File: src/rtl/mem_burst_arbiter.sv
// mem_burst_arbiter: shares one word-wide data memory between the I-cache
// refill port and the D-cache miss port. Whole-line bursts of LINE_WORDS
// beats, one per cycle, round-robin between the two ports.
module mem_burst_arbiter #(
  parameter int LINE_WORDS  = 4,
  parameter int BEAT_BITS   = 2,
  parameter int OFFSET_BITS = 4
) (
  input  logic                 clk,
  input  logic                 rst,
  // I port (read-only refill)
  input  logic                 i_req,
  input  logic [31:0]          i_addr,
  output logic                 i_gnt,
  output logic                 i_rvalid,
  output logic                 i_done,
  // D port (refill or writeback)
  input  logic                 d_req,
  input  logic                 d_we,
  input  logic [31:0]          d_addr,
  input  logic [31:0]          d_wdata,
  output logic                 d_gnt,
  output logic                 d_rvalid,
  output logic                 d_done,
  // shared beat index and read data
  output logic [BEAT_BITS-1:0] i_beat,
  output logic [BEAT_BITS-1:0] d_beat,
  output logic [31:0]          rdata,
  // memory side
  output logic [31:0]          mem_addr,
  output logic [31:0]          mem_wdata,
  output logic                 mem_we,
  input  logic [31:0]          mem_rdata,
  output logic                 busy
);

  typedef enum logic [1:0] {
    IDLE  = 2'd0,
    BURST = 2'd1,
    DONE  = 2'd2
  } state_e;

  localparam int                 LINE_BITS = 32 - OFFSET_BITS;
  localparam logic [BEAT_BITS-1:0] LAST_BEAT = BEAT_BITS'(LINE_WORDS - 1);

  // owner encoding: 0 = I port, 1 = D port
  state_e               state_q, state_d;
  logic                 owner_q, owner_d;
  logic                 last_owner_q, last_owner_d;
  logic [BEAT_BITS-1:0] beat_q, beat_d;
  logic [LINE_BITS-1:0] line_q, line_d;
  logic                 we_q, we_d;

  // Line offset bits of the request addresses are deliberately dropped.
  logic unused_offset;
  assign unused_offset = ^{i_addr[OFFSET_BITS-1:0], d_addr[OFFSET_BITS-1:0]};

  // State register; reset abandons any burst in flight.
  always_ff @(posedge clk) begin
    if (rst) begin
      state_q      <= IDLE;
      owner_q      <= 1'b0;
      last_owner_q <= 1'b1;  // I wins the first tie
      beat_q       <= '0;
      line_q       <= '0;
      we_q         <= 1'b0;
    end else begin
      state_q      <= state_d;
      owner_q      <= owner_d;
      last_owner_q <= last_owner_d;
      beat_q       <= beat_d;
      line_q       <= line_d;
      we_q         <= we_d;
    end
  end

  // Next-state: registered grant in IDLE, beat sequencing in BURST,
  // fairness bookkeeping in DONE.
  always_comb begin
    state_d      = state_q;
    owner_d      = owner_q;
    last_owner_d = last_owner_q;
    beat_d       = beat_q;
    line_d       = line_q;
    we_d         = we_q;
    unique case (state_q)
      IDLE: begin
        // I wins if alone, or if both ask and D went last.
        if (i_req && (!d_req || last_owner_q)) begin
          owner_d = 1'b0;
          we_d    = 1'b0;
          line_d  = i_addr[31:OFFSET_BITS];
          beat_d  = '0;
          state_d = BURST;
        end else if (d_req) begin
          owner_d = 1'b1;
          we_d    = d_we;
          line_d  = d_addr[31:OFFSET_BITS];
          beat_d  = '0;
          state_d = BURST;
        end
      end
      BURST: begin
        // Counter wraps through its width, so it is back to 0 in DONE.
        beat_d = beat_q + 1'b1;
        if (beat_q == LAST_BEAT) state_d = DONE;
      end
      DONE: begin
        last_owner_d = owner_q;
        state_d      = IDLE;  // always one dead IDLE cycle between bursts
      end
      default: state_d = IDLE;
    endcase
  end

  logic in_burst, owned;
  assign in_burst = (state_q == BURST);
  assign owned    = (state_q != IDLE);

  // Memory drive and per-port handshakes, gated to the current owner.
  always_comb begin
    mem_addr  = '0;
    mem_wdata = '0;
    mem_we    = 1'b0;
    if (in_burst) begin
      mem_addr = {line_q, {OFFSET_BITS{1'b0}}} | 32'({beat_q, 2'b00});
      if (we_q) begin
        mem_we    = 1'b1;
        mem_wdata = d_wdata;
      end
    end
  end

  assign i_gnt    = owned && !owner_q;
  assign d_gnt    = owned &&  owner_q;
  assign i_rvalid = in_burst && !we_q && !owner_q;
  assign d_rvalid = in_burst && !we_q &&  owner_q;
  assign i_done   = (state_q == DONE) && !owner_q;
  assign d_done   = (state_q == DONE) &&  owner_q;
  assign i_beat   = beat_q;
  assign d_beat   = beat_q;
  assign rdata    = mem_rdata;
  assign busy     = owned;

  // Only one port can ever own the memory, and writes only happen in BURST.
  a_gnt_onehot: assert property (@(posedge clk) disable iff (rst) !(i_gnt && d_gnt));
  a_we_burst:   assert property (@(posedge clk) disable iff (rst) mem_we |-> in_burst);

endmodule

File: config.mk
export PLATFORM = sky130hd
export DESIGN_NAME = mem_burst_arbiter
export DESIGN_NICKNAME = d
export VERILOG_FILES = /design/src/rtl/mem_burst_arbiter.sv
export SDC_FILE = /design/constraint.sdc
export NUM_CORES = 1
export LEC_CHECK = 0
export ABC_AREA = 1
export CORE_MARGIN = 2
export CORE_UTILIZATION = 34
export DETAILED_ROUTE_END_ITERATION = 10
export PLACE_DENSITY = 0.87
export SYNTH_ARGS = -nofsm -noshare
export SYNTH_HDL_FRONTEND = slang
export SYNTH_SLANG_ARGS = --single-unit
export TNS_END_PERCENT = 30
File: constraint.sdc
create_clock -name clk -period 2.2 [get_ports clk]
set_clock_uncertainty 0.05 [all_clocks]
set_input_delay 0.66 -clock clk [delete_from_list [all_inputs] [get_ports clk]]
set_output_delay 0.66 -clock clk [all_outputs]
set_load 0.01 [all_outputs]
==> flow_summary.rst <==
.. list-table::
   :header-rows: 1

   * - Metric
     - Value
   * - Fin nets
     - 702
   * - Data arrival time of the critical path
     - 1.46 ns
   * - Total track usage
     - 21.2%
   * - Power per unit of standard cell area
     - 412 nW/um^2
   * - Sequential share of power
     - 41.5%
   * - GRT Residual Overflow
     - 0
   * - Run status
     - completed
   * - Kind of launch point of the worst setup path
     - primary input
   * - Final min period
     - 2.17 ns
   * - Placeable Area
     - 7730 sq um
   * - Chip Width
     - 93.2 microns
   * - Setup crit end kind
     - output port
   * - Logic pwr share
     - 33.9%
   * - Pin count of the biggest net entering global routing
     - 36
   * - Top routing layer in use
     - met4
   * - Portion of total power attributed to the clock network
     - 24.6%
   * - Top-level I/O count
     - 241
   * - Mapped Avg Cell Area
     - 6.12 sq um
   * - Number of design-rule violations left by the first detailed-router iteration
     - 127
   * - Flip-flop and latch count after synthesis
     - 35
   * - Highest Clock Rate
     - 461 MHz
   * - Root buffer selected by CTS
     - sky130_fd_sc_hd__clkbuf_8
   * - Via count
     - 3196
   * - Height of the die
     - 93.2 microns
   * - Antenna Violating Nets Remaining
     - 0
   * - Fraction of final layout cells sized beyond drive strength 1
     - 14.1%
   * - Total met3 wirelength after detailed routing
     - 899 microns
   * - Gate count of the mapped netlist
     - 442
   * - Post-synth top flop
     - sky130_fd_sc_hd__dfxtp_1
   * - First-pass GRT wire length
     - 14.7 mm
   * - Mean number of vias per cell
     - 4.78
   * - Clock H-tree levels
     - 2
   * - TritonCTS sink count
     - 35
   * - Pre-CTS worst setup slack
     - -0.441 ns
   * - Hold/Removal Path Class
     - flip-flop to flip-flop
   * - Standard-cell row count
     - 32
   * - Fin crit share
     - 98.5%
   * - Insertion delay to the later sink of the worst-skew pair
     - 0.28 ns
   * - Setup repair after global routing missed its margin
     - yes
   * - First-pass detailed-route iteration total
     - 4
   * - Number of fillers in the final layout
     - 769
   * - Switch Pwr
     - 508 uW
   * - Starting utilization of the core area
     - 35.0%
   * - Post-synthesis sequential area ratio
     - 25.9%
   * - Number of remaining DRC errors
     - 0
   * - Crit-path max FO
     - 1
   * - Relative area change from synthesis to final layout
     - 53.0%
   * - Cts hold-fix bufs
     - 0
   * - Last weighted congestion value of the routability-driven placer
     - 0.934
   * - Post-CTS Repair Setup Buffers
     - 0
   * - Number of buffers and inverters on the critical path
     - 2
   * - TritonCTS clock tree
     - built
   * - Total Die Area
     - 8680 sq um
   * - Netlist area before placement
     - 2700 sq um
   * - Number of global-route vias before repair
     - 3056
   * - Required time of the worst setup path
     - 1.49 ns
   * - Final worst slack
     - 0.0321 ns
   * - Number of buffers on the longest clock path
     - 2
   * - Final setup violation count
     - 0
   * - Total Neg Setup Slack
     - 0 ns
   * - Placed cell area
     - 4190 sq um
   * - Static Leak
     - 0.00227 uW
   * - Critical setup path kind
     - primary input to output port
   * - Per-cell routed wire length
     - 14.5 microns
   * - Fraction of power spent switching nets
     - 29.8%
   * - Number of CTS-inserted buffers
     - 5
   * - Worst hold slack
     - 0.421 ns
   * - Antenna fix cells
     - 0
   * - VDD IR max
     - 0.000264 V
   * - Final number of hold-violating endpoints
     - 0
   * - Max-slew violation count
     - 0
   * - WL final
     - 9.72 mm
   * - Post-route met1 wirelength
     - 3.58 mm
   * - Port Buffer Count
     - 166
   * - Yosys synthesis warning count
     - 0
   * - Cells traversed along the worst timing path
     - clkdlybuf4s50_1, nand2_1, nor2_2, buf_2
   * - Detailed placement HPWL
     - 7.58 mm
   * - Highest-delay cell along the critical path
     - sky130_fd_sc_hd__clkdlybuf4s50_1
   * - Number of antenna violations at the first check in global routing
     - 0
   * - Total non-filler cell area in the finished layout
     - 4140 sq um
   * - Critical path's top delay family
     - buffers and inverters
   * - Clk slew on worst S/H paths
     - 0.06 ns
   * - EDFF count, synth
     - 0
   * - Max capacitance violation total
     - 0
   * - Unique cell type count in the Yosys netlist
     - 24
   * - Met2 layer wire length in the routed design
     - 5.04 mm
   * - Internal Power
     - 1200 uW
   * - Max incr delay on CP
     - 0.48 ns
   * - Share of synthesized flip-flops with an asynchronous set or reset
     - 0%
cell type report:
type                            count  area [sq um]  area share, %
Multi-Input combinational cell    270          1270           30.7
Tap cell                          102           128           3.09
Inverter                           70           263           6.35
Timing Repair Buffer              186          1700           41.1
Sequential cell                    35           704           17.0
Clock buffer                        6          72.6           1.75
tightest hold or removal path: cells and delay by family (launching register included):
| kind | cells | cell delay (ns) |
|---|---|---|
| flip-flops | 1 | 0.31 |
| AND/OR/NAND/NOR | 1 | 0.06 |
| AO/OA/AOI/OAI | 1 | 0.05 |
state kept, by name (all words and copies together) (netlist names):
name          count
d_beat            2
last_owner_q      1
line_q           28
owner_q           1
state_q           2
we_q              1
power groups by stage:
stage | registers (uW) | clock network (uW) | logic [uW]
2_1_floorplan | 714 | 0 | 351
3_3_place_gp | 717 | 0 | 588
3_5_place_dp | 719 | 0 | 600
4_1_cts | 706 | 435 | 583
5_1_grt | 712 | 464 | 633
6_report | 707 | 419 | 578
synthesized netlist by cell type, drive strengths merged, types with 2 or more instances:
library cell | instances | area share, %
nor3 | 2 | 0.37
nand4 | 26 | 6.0
inv | 69 | 9.6
o21ai | 4 | 0.74
a21oi | 7 | 1.3
clkbuf | 6 | 0.97
dfxtp | 35 | 26
buf | 62 | 18
nor2 | 70 | 10
nand2 | 100 | 14
nand3 | 57 | 12
kinds of logic after synthesis:
family | synth area share, %
adders and majority gates | 0.463
buffers and inverters | 28.2
DFF | 25.9
AOI/OAI and AO/OA | 2.31
and+or+nand+nor | 42.9
other | 0.139
routing by layer:
layer  vias to the layer above  GRT usage, %
met5                         -             0
met4                         0          7.48
met3                        17          5.24
met2                       187          38.9
met1                      1426          23.6
li1                       1566             -
cell usage in the layout (no fill, tap or decap), drive strengths merged:
master | netlist | routed
clkinv | 1 | 1
nor2 | 70 | 70
dlymetal6s2s | 0 | 14
nand2 | 100 | 100
clkdlybuf4s50 | 0 | 95
a21oi | 7 | 7
inv | 69 | 69
buf | 62 | 51
ha | 1 | 1
nand4 | 26 | 26
nand3 | 57 | 57
a211oi | 1 | 1
o21ai | 4 | 4
nor3 | 2 | 2
conb | 1 | 2
dlygate4sd2 | 0 | 26
dfxtp | 35 | 35
clkbuf | 6 | 6
through the flow:
stage	total power (uW)	cells	utilization, %
2_1_floorplan	1070	443	-
3_3_place_gp	1310	663	54.2
3_5_place_dp	1320	663	54.2
4_1_cts	1720	669	53.0
5_1_grt	1810	669	53.5
6_report	1700	669	53.5
what timing repair did:
item,in CTS,in global routing
pin swaps,2,5
setup endpoints to repair,67,21
gates resized for setup,153,21
path summary, 6_finish.rpt:
kind,startpoint,slack (ns),cells after the start,to
hold / removal,line_q[27]$_SDFFE_PP0P_,0.42,2,line_q[27]$_SDFFE_PP0P_
hold reg to reg,line_q[27]$_SDFFE_PP0P_,0.42,2,line_q[27]$_SDFFE_PP0P_
setup reg to reg,state_q[0]$_SDFFE_PP0P_,0.47,9,line_q[26]$_SDFFE_PP0P_
setup / recovery,d_wdata[9],0.03,4,mem_wdata[9]
No activity file was read; power rests on OpenSTA's default activity.
